$ cat config.mk
export PLATFORM = sky130hd
export DESIGN_NAME = hpdcache_fifo_lvl
export DESIGN_NICKNAME = d
export VERILOG_FILES = /design/src/rtl/hpdcache_fifo_lvl_pkg.sv /design/src/rtl/hpdcache_fifo_lvl_chk.sv /design/src/rtl/hpdcache_wrap_ptr.sv /design/src/rtl/hpdcache_fifo_lvl.sv
export SDC_FILE = /design/constraint.sdc
export NUM_CORES = 1
export LEC_CHECK = 0
export CAP_MARGIN = 20
export CORE_UTILIZATION = 30
export DETAILED_ROUTE_END_ITERATION = 12
export PLACE_DENSITY = 0.62
export SLEW_MARGIN = 20
export SYNTH_ARGS = -nofsm -noshare
export SYNTH_HDL_FRONTEND = slang
export SYNTH_SLANG_ARGS = --single-unit
$ cat constraint.sdc
create_clock -name clk_i -period 1.75 [get_ports clk_i]
set_input_delay 0.4375 -clock clk_i [delete_from_list [all_inputs] [get_ports clk_i]]
set_output_delay 0.4375 -clock clk_i [all_outputs]
set_load 0.01 [all_outputs]
$ cat src/rtl/hpdcache_fifo_lvl_pkg.sv
// Shared width helpers for the level-tracking FIFO and its pointer sub-module.
package hpdcache_fifo_lvl_pkg;

  // Bits needed to count from 0 up to and including depth.
  function automatic int unsigned lvl_width(input int unsigned depth);
    return int'($clog2(depth + 32'd1));
  endfunction

  // Bits needed to address depth entries; a single-entry FIFO still gets one bit.
  function automatic int unsigned ptr_width(input int unsigned depth);
    int unsigned w;
    if (depth <= 32'd1) begin
      w = 32'd1;
    end else begin
      w = int'($clog2(depth));
    end
    return w;
  endfunction

endpackage

$ cat src/rtl/hpdcache_fifo_lvl_chk.sv
// Runtime sanity properties for the level-tracking FIFO.
module hpdcache_fifo_lvl_chk
  import hpdcache_fifo_lvl_pkg::*;
#(
  parameter int unsigned DEPTH = 2,
  parameter int unsigned LVL_W = 2
) (
  input logic             i_clk,
  input logic             i_rst_n,
  input logic [LVL_W-1:0] i_level,
  input logic             i_rexec,
  input logic             i_empty,
  input logic             i_bypass
);

  // Stored count can never exceed the number of entries.
  a_level_bounded: assert property (@(posedge i_clk) disable iff (!i_rst_n)
    (32'(i_level) <= DEPTH))
    else $error("fifo level above depth");

  // A pop from an empty FIFO is only legal as a same-cycle bypass.
  a_no_pop_empty: assert property (@(posedge i_clk) disable iff (!i_rst_n)
    (i_rexec && i_empty) |-> i_bypass)
    else $error("fifo pop while empty without bypass");

endmodule

$ cat src/rtl/hpdcache_wrap_ptr.sv
// Pointer register that increments and wraps from MAX back to zero (any MAX).
module hpdcache_wrap_ptr
  import hpdcache_fifo_lvl_pkg::*;
#(
  parameter int unsigned MAX   = 1,
  parameter int unsigned WIDTH = 1
) (
  input  logic             i_clk,
  input  logic             i_rst_n,
  input  logic             i_clr,
  input  logic             i_inc,
  output logic [WIDTH-1:0] o_ptr
);

  logic [WIDTH-1:0] r_ptr;
  logic [WIDTH-1:0] w_ptr_nxt;

  // Next pointer: synchronous clear wins, otherwise increment with wrap at MAX.
  always_comb begin
    w_ptr_nxt = r_ptr;
    if (i_clr) begin
      w_ptr_nxt = {WIDTH{1'b0}};
    end else if (i_inc) begin
      if (r_ptr == WIDTH'(MAX)) begin
        w_ptr_nxt = {WIDTH{1'b0}};
      end else begin
        w_ptr_nxt = r_ptr + WIDTH'(1);
      end
    end else begin
      w_ptr_nxt = r_ptr;
    end
  end

  // Pointer state, cleared asynchronously on reset.
  always_ff @(posedge i_clk or negedge i_rst_n) begin
    if (!i_rst_n) begin
      r_ptr <= {WIDTH{1'b0}};
    end else begin
      r_ptr <= w_ptr_nxt;
    end
  end

  assign o_ptr = r_ptr;

endmodule

$ cat src/rtl/hpdcache_fifo_lvl.sv
// FIFO with level count, almost-full/empty flags, sticky overflow and optional
// feed-through (same-cycle bypass when empty, write-into-full when popping).
module hpdcache_fifo_lvl
  import hpdcache_fifo_lvl_pkg::*;
#(
  parameter int unsigned FIFO_DEPTH    = 2,
  parameter logic        FEEDTHROUGH   = 1'b0,
  parameter int unsigned AFULL_THRESH  = FIFO_DEPTH - 1,
  parameter int unsigned AEMPTY_THRESH = 1,
  parameter type         fifo_data_t   = logic
) (
  input  logic                                clk_i,
  input  logic                                rst_ni,
  input  logic                                flush_i,
  input  logic                                w_i,
  output logic                                wok_o,
  input  fifo_data_t                          wdata_i,
  input  logic                                r_i,
  output logic                                rok_o,
  output fifo_data_t                          rdata_o,
  output logic [lvl_width(FIFO_DEPTH)-1:0]    level_o,
  output logic                                afull_o,
  output logic                                aempty_o,
  output logic                                ovf_o
);

  localparam int unsigned LVL_W = lvl_width(FIFO_DEPTH);
  localparam int unsigned PTR_W = ptr_width(FIFO_DEPTH);

  typedef logic [PTR_W-1:0] addr_t;

  fifo_data_t       r_mem [FIFO_DEPTH];
  logic [LVL_W-1:0] r_level;
  logic [LVL_W-1:0] w_level_nxt;
  logic             r_ovf;
  logic             w_ovf_nxt;
  addr_t            w_rptr;
  addr_t            w_wptr;
  logic             w_full;
  logic             w_empty;
  logic             w_wok;
  logic             w_rok;
  logic             w_wexec;
  logic             w_rexec;
  logic             w_bypass;
  logic             w_store;
  logic             w_pop;

  assign w_full  = (r_level == LVL_W'(FIFO_DEPTH));
  assign w_empty = (r_level == {LVL_W{1'b0}});

  // Feed-through lets a write in when the same cycle frees a slot, and lets a
  // read see a write when nothing is stored yet.
  assign w_wok = ~flush_i & (~w_full  | (FEEDTHROUGH & r_i));
  assign w_rok = ~flush_i & (~w_empty | (FEEDTHROUGH & w_i));

  assign w_wexec  = w_i & w_wok & ~flush_i;
  assign w_rexec  = r_i & w_rok & ~flush_i;
  assign w_bypass = FEEDTHROUGH & w_empty & w_wexec & w_rexec;
  assign w_store  = w_wexec & ~w_bypass;
  assign w_pop    = w_rexec & ~w_bypass;

  hpdcache_wrap_ptr #(
    .MAX   (FIFO_DEPTH - 1),
    .WIDTH (PTR_W)
  ) u_rptr (
    .i_clk   (clk_i),
    .i_rst_n (rst_ni),
    .i_clr   (flush_i),
    .i_inc   (w_pop),
    .o_ptr   (w_rptr)
  );

  hpdcache_wrap_ptr #(
    .MAX   (FIFO_DEPTH - 1),
    .WIDTH (PTR_W)
  ) u_wptr (
    .i_clk   (clk_i),
    .i_rst_n (rst_ni),
    .i_clr   (flush_i),
    .i_inc   (w_store),
    .o_ptr   (w_wptr)
  );

  // Level bookkeeping: flush empties, otherwise +1/-1 on store-only/pop-only.
  always_comb begin
    w_level_nxt = r_level;
    if (flush_i) begin
      w_level_nxt = {LVL_W{1'b0}};
    end else begin
      case ({w_store, w_pop})
        2'b10:   w_level_nxt = r_level + LVL_W'(1);
        2'b01:   w_level_nxt = r_level - LVL_W'(1);
        default: w_level_nxt = r_level;
      endcase
    end
  end

  // Overflow is sticky until flush; a refused write during flush is not counted.
  always_comb begin
    w_ovf_nxt = r_ovf;
    if (flush_i) begin
      w_ovf_nxt = 1'b0;
    end else if (w_i & ~w_wok) begin
      w_ovf_nxt = 1'b1;
    end else begin
      w_ovf_nxt = r_ovf;
    end
  end

  // Level and overflow state, cleared asynchronously on reset.
  always_ff @(posedge clk_i or negedge rst_ni) begin
    if (!rst_ni) begin
      r_level <= {LVL_W{1'b0}};
      r_ovf   <= 1'b0;
    end else begin
      r_level <= w_level_nxt;
      r_ovf   <= w_ovf_nxt;
    end
  end

  // Payload storage, written only when an entry is really stored; no reset needed.
  always_ff @(posedge clk_i) begin
    if (w_store) begin
      r_mem[w_wptr] <= wdata_i;
    end
  end

  // Head entry, or the incoming payload when bypassing an empty feed-through FIFO.
  always_comb begin
    if (FEEDTHROUGH && w_empty) begin
      rdata_o = wdata_i;
    end else begin
      rdata_o = r_mem[w_rptr];
    end
  end

  assign wok_o    = w_wok;
  assign rok_o    = w_rok;
  assign level_o  = r_level;
  assign ovf_o    = r_ovf;
  assign afull_o  = (32'(r_level) >= AFULL_THRESH);
  assign aempty_o = (32'(r_level) <= AEMPTY_THRESH);

  hpdcache_fifo_lvl_chk #(
    .DEPTH (FIFO_DEPTH),
    .LVL_W (LVL_W)
  ) u_chk (
    .i_clk    (clk_i),
    .i_rst_n  (rst_ni),
    .i_level  (r_level),
    .i_rexec  (w_rexec),
    .i_empty  (w_empty),
    .i_bypass (w_bypass)
  );

endmodule

**After elaboration in Yosys (flattened, before gate mapping)**

Memories as Yosys holds them, arrays and structs flattened.
Index checks and enable logic that the tools add are counted.

- Memory bits (writable): 2
- Output and inout bits: 8
- Input bits: 6
- Bits in registers: 5
- Word-level logic and storage cells: 42
- Memories: 1

- Equality and inequality tests: 3
- Add/sub/neg operators: 4
- Mux-type cells: 12
- Magnitude comparators: 2
- Bitwise logic cells: 11
- Reduce and logical (&&, ||, !) cells: 5

Memories:

| name | depth | bits a word | rd ports | clocked after Yosys merged registers in | write ports | line | text |
|---|---|---|---|---|---|---|---|
| r_mem | 2 | 1 | 1 | 0 | 1 | hpdcache_fifo_lvl.sv:32 | `fifo_data_t r_mem [FIFO_DEPTH];` |

Operators by type and width:

| cell | count |
|---|---|
| $mux 1 | 10 |
| $and 1x1->1 | 7 |
| $reduce_bool 2->1 | 3 |
| $eq 2x2->1 const B | 2 |
| $not 1->1 | 4 |
| $pmux 2 s2 | 1 |
| $reduce_bool 3->1 | 1 |
| $add 1x1->1 const B | 2 |
| $add 2x1->2 const B | 1 |
| $eq 2x1->1 const B | 1 |
| $ge 2x1->1 const B | 1 |
| $le 2x1->1 const B | 1 |
| $logic_not 2->1 | 1 |
| $mux 2 | 1 |
| $sub 2x1->2 const B | 1 |

**Logic depth before layout (Yosys ltp)**

- Depth in word-level cells: 8
- Gate-level depth with buffers: 5
- Depth with buffers taken out: 5

**Cells and area by module**

Synthesis repeated with hierarchy kept, for this count alone.

- Cell total of the unflattened synthesis: 36
- Area total of the unflattened synthesis: 411.6 µm²

By module, submodules not included:

| module | sequential area each (µm²) | area each (µm²) | times used | cells each |
|---|---|---|---|---|
| hpdcache_fifo_lvl | 135.1 | 336.6 | 1 | 30 |
| hpdcache_wrap_ptr | 25.0 | 37.5 | 2 | 3 |

**Worst setup path after synthesis**

No wires, ideal clock.

- Kind: register to register
- From: register r_level[0], in the netlist level_o[0]
- To: register r_level[0], in the netlist level_o[0]
- Required time: 1.622 ns
- Stages on the path, launching flop included: 6
- Arrival time: 1.425 ns
- Path slack: 0.197 ns
- Cells stage by stage: dfrtp_1 -> inv_1 -> ha_1 -> nand2b_1 -> xnor2_1 -> mux2_1

- Longest elaborated chain between the ends: 8
- Elaborated cells on any way between the ends: 17
- Those cells by class: add/sub: 2; eq/ne: 3; mux: 2; bitwise: 8; reduce/logical: 2

Ends and longest elaborated chain:

| item | line | text |
|---|---|---|
| start: declaration | hpdcache_fifo_lvl.sv:33 | `logic [LVL_W-1:0] r_level;` |
| start signal: assignment | hpdcache_fifo_lvl.sv:114 | `r_level <= {LVL_W{1'b0}};` |
| start signal: assignment | hpdcache_fifo_lvl.sv:117 | `r_level <= w_level_nxt;` |
| $eq 2x2->1 or $logic_not 2->1 (tied branches) | hpdcache_fifo_lvl.sv:49, hpdcache_fifo_lvl.sv:50 |  |
| $not 1->1 (on tied branches) | hpdcache_fifo_lvl.sv:54, hpdcache_fifo_lvl.sv:55 |  |
| $and 1x1->1 (on tied branches) | hpdcache_fifo_lvl.sv:54, hpdcache_fifo_lvl.sv:55 |  |
| $and 1x1->1 (on tied branches) (2 in series) | hpdcache_fifo_lvl.sv:57, hpdcache_fifo_lvl.sv:58 |  |
| $eq 2x1->1 or $eq 2x2->1 (tied branches) | hpdcache_fifo_lvl.sv:91 | `case ({w_store, w_pop})` |
| $pmux 2 s2 | hpdcache_fifo_lvl.sv:91 |  |
| $mux 2 | hpdcache_fifo_lvl.sv:88 | `if (flush_i) begin` |

Several ways; a longest one is shown, not always the timed one.
A chain may end at the register's enable or synchronous reset.

**Worst setup path after layout**

- From: register r_level[1], in the netlist level_o[1]
- To: output port afull_o

- Longest elaborated chain between the ends: 1

Ends and longest elaborated chain:

| item | line | text |
|---|---|---|
| $ge 2x1->1 | hpdcache_fifo_lvl.sv:142 | `assign afull_o = (32'(r_level) >= AFULL_THRESH);` |
| end: declaration | hpdcache_fifo_lvl.sv:22 | `output logic afull_o,` |

Every way passes these cells.

==> metrics.md <==
| Metric | Value |
|---|---|
| CTS Buf Count | 3 |
| # DRC | 0 |
| GPL Wtd Cong | between 0.8 and 0.9 |
| Tightest Pin Transition | ~0.25 ns |
| Hold Fails Final Rpt | 0 |
| Initial antenna violation count | 0 |
| Final #Nets | 74 |
| Cell variety after synth | 17 |
| Area growth from synthesis to layout | 63.75% |
| First-pass GRT wire length | between 1500 and 2000 µm |
| CP Data Arrival Time | between 1 and 1.5 ns |
| Ant diodes | 0 |
| Core area | 1171 µm² |
| H-tree Lvls | 1 |
| Share of layout cells above drive strength 1 | 0.3810 |
| Post-layout util | 0.5598 |
| Busiest layer in global routing | met2 |
| Mapped Cells | 36 |
| WL per Instance | approximately 13 µm |
| GR Util met3 | 0.09302 |
| Total number of yosys warnings | 0 |
| Met2 Usage GRT | 0.3083 |
| Number of I/O pins | 14 |
| Row count | 12 |
| Leading post-synthesis cells by cell area | dfrtp_1, edfxtp_1, ha_1 |
| Worst-case reg-to-reg path depth | 6 |
| Number of DRC markers in iteration 0 | 6 |
| Crit end category | primary output |
| Initial Util | 0.3419 |
| Vias post-DR | about 360 |
| Syn_nets | 46 |
| Area leader, netlist | dfrtp_1 |
| Max Cap Viol | 0 |
| Synthesized cell area | 400.4 µm² |
| Crit-path leading delay family | buffers and inverters |
| Clk sinks | 7 |
| Die Ht | roughly 39 µm |
| Final slew viol count | 0 |
| Worst path max stage delay | around 0.40 ns |
| GRT overflow | 0 |
| Sequential share of the synthesized area | 0.4625 |
| Status | finished, final reports clean |
| Setup violations, final | 0 |
| Die Wd | between 30 and 40 µm |
| Worst skew pair latency | 0.26 ns |
| Buffers from clock root to sink, at most | 2 |
| F_max | 590.7 MHz |
| Final period util | 0.9674 |
| Worst r2r dst | level_o[0]$_DFFE_PN0P_ |
| Power density over the cells | roughly 1400 nW/µm² |
| Reg2reg setup slack | 0.09 ns |
| HP Class | in -> async |
| TritonCTS clock tree | done |
| Worst-path maximum fanout | 4 |
| Required time of the critical path | ~1.3 ns |
| GRT Overall Usage | 0.1753 |
| Worst path bufs/invs | 4 |
| Reg clk slew, reported paths | ~0.060 ns |
| Routed vias/inst | ~4.7 |
| Min Tclk post-route | around 1.7 ns |
| Port Buffers | 13 |
| Routed Wire Length | just over 1000 µm |
| GRT met1 Usage | 0.1756 |
| Worst-path cell chain | buf_4 -> inv_4 -> ha_4 -> inv_1 -> clkdlybuf4s15_1 |
| Maximum vdd drop | 0.7364 mV |
| Root buf cell | clkbuf_4 |
| Routed Antenna Nets | 0 |
| Synth Area per Inst | approximately 11 µm² |
| DIE AREA | between 1000 and 1500 µm² |
| Dpl hpwl | approximately 760 µm |
| Final hold slack | ~0.4 ns |
| Crit Reg-Reg Startpoint | level_o[1]$_DFFE_PN0P_ |
| Worst slew margin | 0.8354 |
| Leakage | between 0.3 and 0.4 nW |
| Area share of the largest cell type after synthesis | 0.3125 |
| Register bit count reported by yosys | 7 |
| Clk_skew | 0.007834 ns |
| Setup Crit Path Kind | reg -> out |
| CP startpoint kind | register |
| Vias in the first global route | approximately 390 |
| Drt pass-1 iters | 4 |
| Largest net degree at the start of global routing | 6 |
| Slowest CP cell | dfrtp_1 |
## registers in the layout, summed over array words and instances, names as in the netlist
name / count
level_o: 2
r_mem: 2
ovf_o: 1
u_rptr.o_ptr: 1
u_wptr.o_ptr: 1
## Yosys cell counts (all sizes together)
cell and number:
xnor2 2, or4 1, o311ai 1, nand4 1
edfxtp 2, dfrtp 5, mux2 2, inv 3
nand2b 2, a21oi 1, nor3b 1, buf 1
nor2b 1, xor2 1, nor2 7, and3 1
ha 4
## worst max path at each step
stage                                start                endpoint  slack (ns)  cells after the start
floorplan           level_o[0]$_DFFE_PN0P_  level_o[0]$_DFFE_PN0P_        0.20                      5
finish              level_o[1]$_DFFE_PN0P_                 afull_o        0.06                      5
global placement                   flush_i                   wok_o       -0.31                      3
CTS                 level_o[1]$_DFFE_PN0P_                   wok_o       -0.09                      4
detailed placement                 flush_i                   wok_o       -0.34                      3
global route        level_o[1]$_DFFE_PN0P_                aempty_o      -0.006                      5
## repair_timing
| action | CTS | global route |
|---|---|---|
| endpoints found under the setup margin | 5 | 5 |
| hold buffers | 0 | 0 |
| setup buffers | 1 | 1 |
| gates resized for setup | 12 | 14 |
| pin swaps | 1 | 1 |
| gates cloned | 0 | 0 |
## placed cells by master, fill, tap and decap left out, drive strengths merged
cell type,synthesis,routed
inv,3,3
or4,1,1
nor2,7,7
dlymetal6s2s,0,1
clkdlybuf4s15,0,1
nand2b,2,2
clkbuf,0,5
o311ai,1,1
xnor2,2,2
mux2,2,2
nor2b,1,1
buf,1,13
xor2,1,1
ha,4,4
nand4,1,1
a21oi,1,1
nor3b,1,1
edfxtp,2,2
dfrtp,5,5
dlygate4sd2,0,3
and3,1,1
clkdlybuf4s50,0,5
## cell families after synthesis
kind of cell               count (synthesis)  share of synthesized area
and+or+nand+nor                           14                     0.2000
DFF                                        7                     0.4625
buffers and inverters                      4                    0.05625
adders and majority gates                  4                     0.1250
xor gates and xnor gates                   3                    0.06564
AOI/OAI and AO/OA                          2                    0.03437
muxes                                      2                    0.05625
## where the power goes
group | internal, mW | switching, mW
Clock | 0.0874 | 0.0647
Sequential | 0.211 | 0.0347
Combinational | 0.295 | 0.249
Total | 0.594 | 0.348
## through the flow
stage	instance area [µm²]	power [mW]	setup slack, ns	setup TNS [ns]	instances
floorplan	400.4	0.4773	0.1971	0	36
global placement	604.3	0.7290	-0.3059	-0.6000	71
detailed placement	604.3	0.7519	-0.3353	-0.7101	71
CTS	634.4	0.8897	-0.08513	-0.08513	76
global route	655.6	1.009	-0.006010	-0.006010	77
finish	655.6	0.9418	0.05702	0	77
## worst register-to-register path, cell delays in order, from the launching register on
cell	delay, ns
dfrtp_1	0.40
buf_4	0.15
ha_2	0.18
buf_4	0.15
nor2b_4	0.14
xnor2_1	0.17
mux2_1	0.35
## layer usage
| layer | wire [µm] | share of wire |
|---|---|---|
| met2 | 549 | 0.53 |
| met4 | 17 | 0.016 |
| met1 | 395 | 0.38 |
| met5 | 0 | 0 |
| met3 | 74 | 0.071 |
## cell type report
cell class / instances / area [µm²]
clock buffer: 4 / 26.28
tap: 14 / 17.52
multi-input combinational: 25 / 212.7
inverter: 3 / 13.76
timing repair buffer: 24 / 200.2
sequential: 7 / 185.2
fill: 116 / 515.5
(Power assumes the default switching activity.)
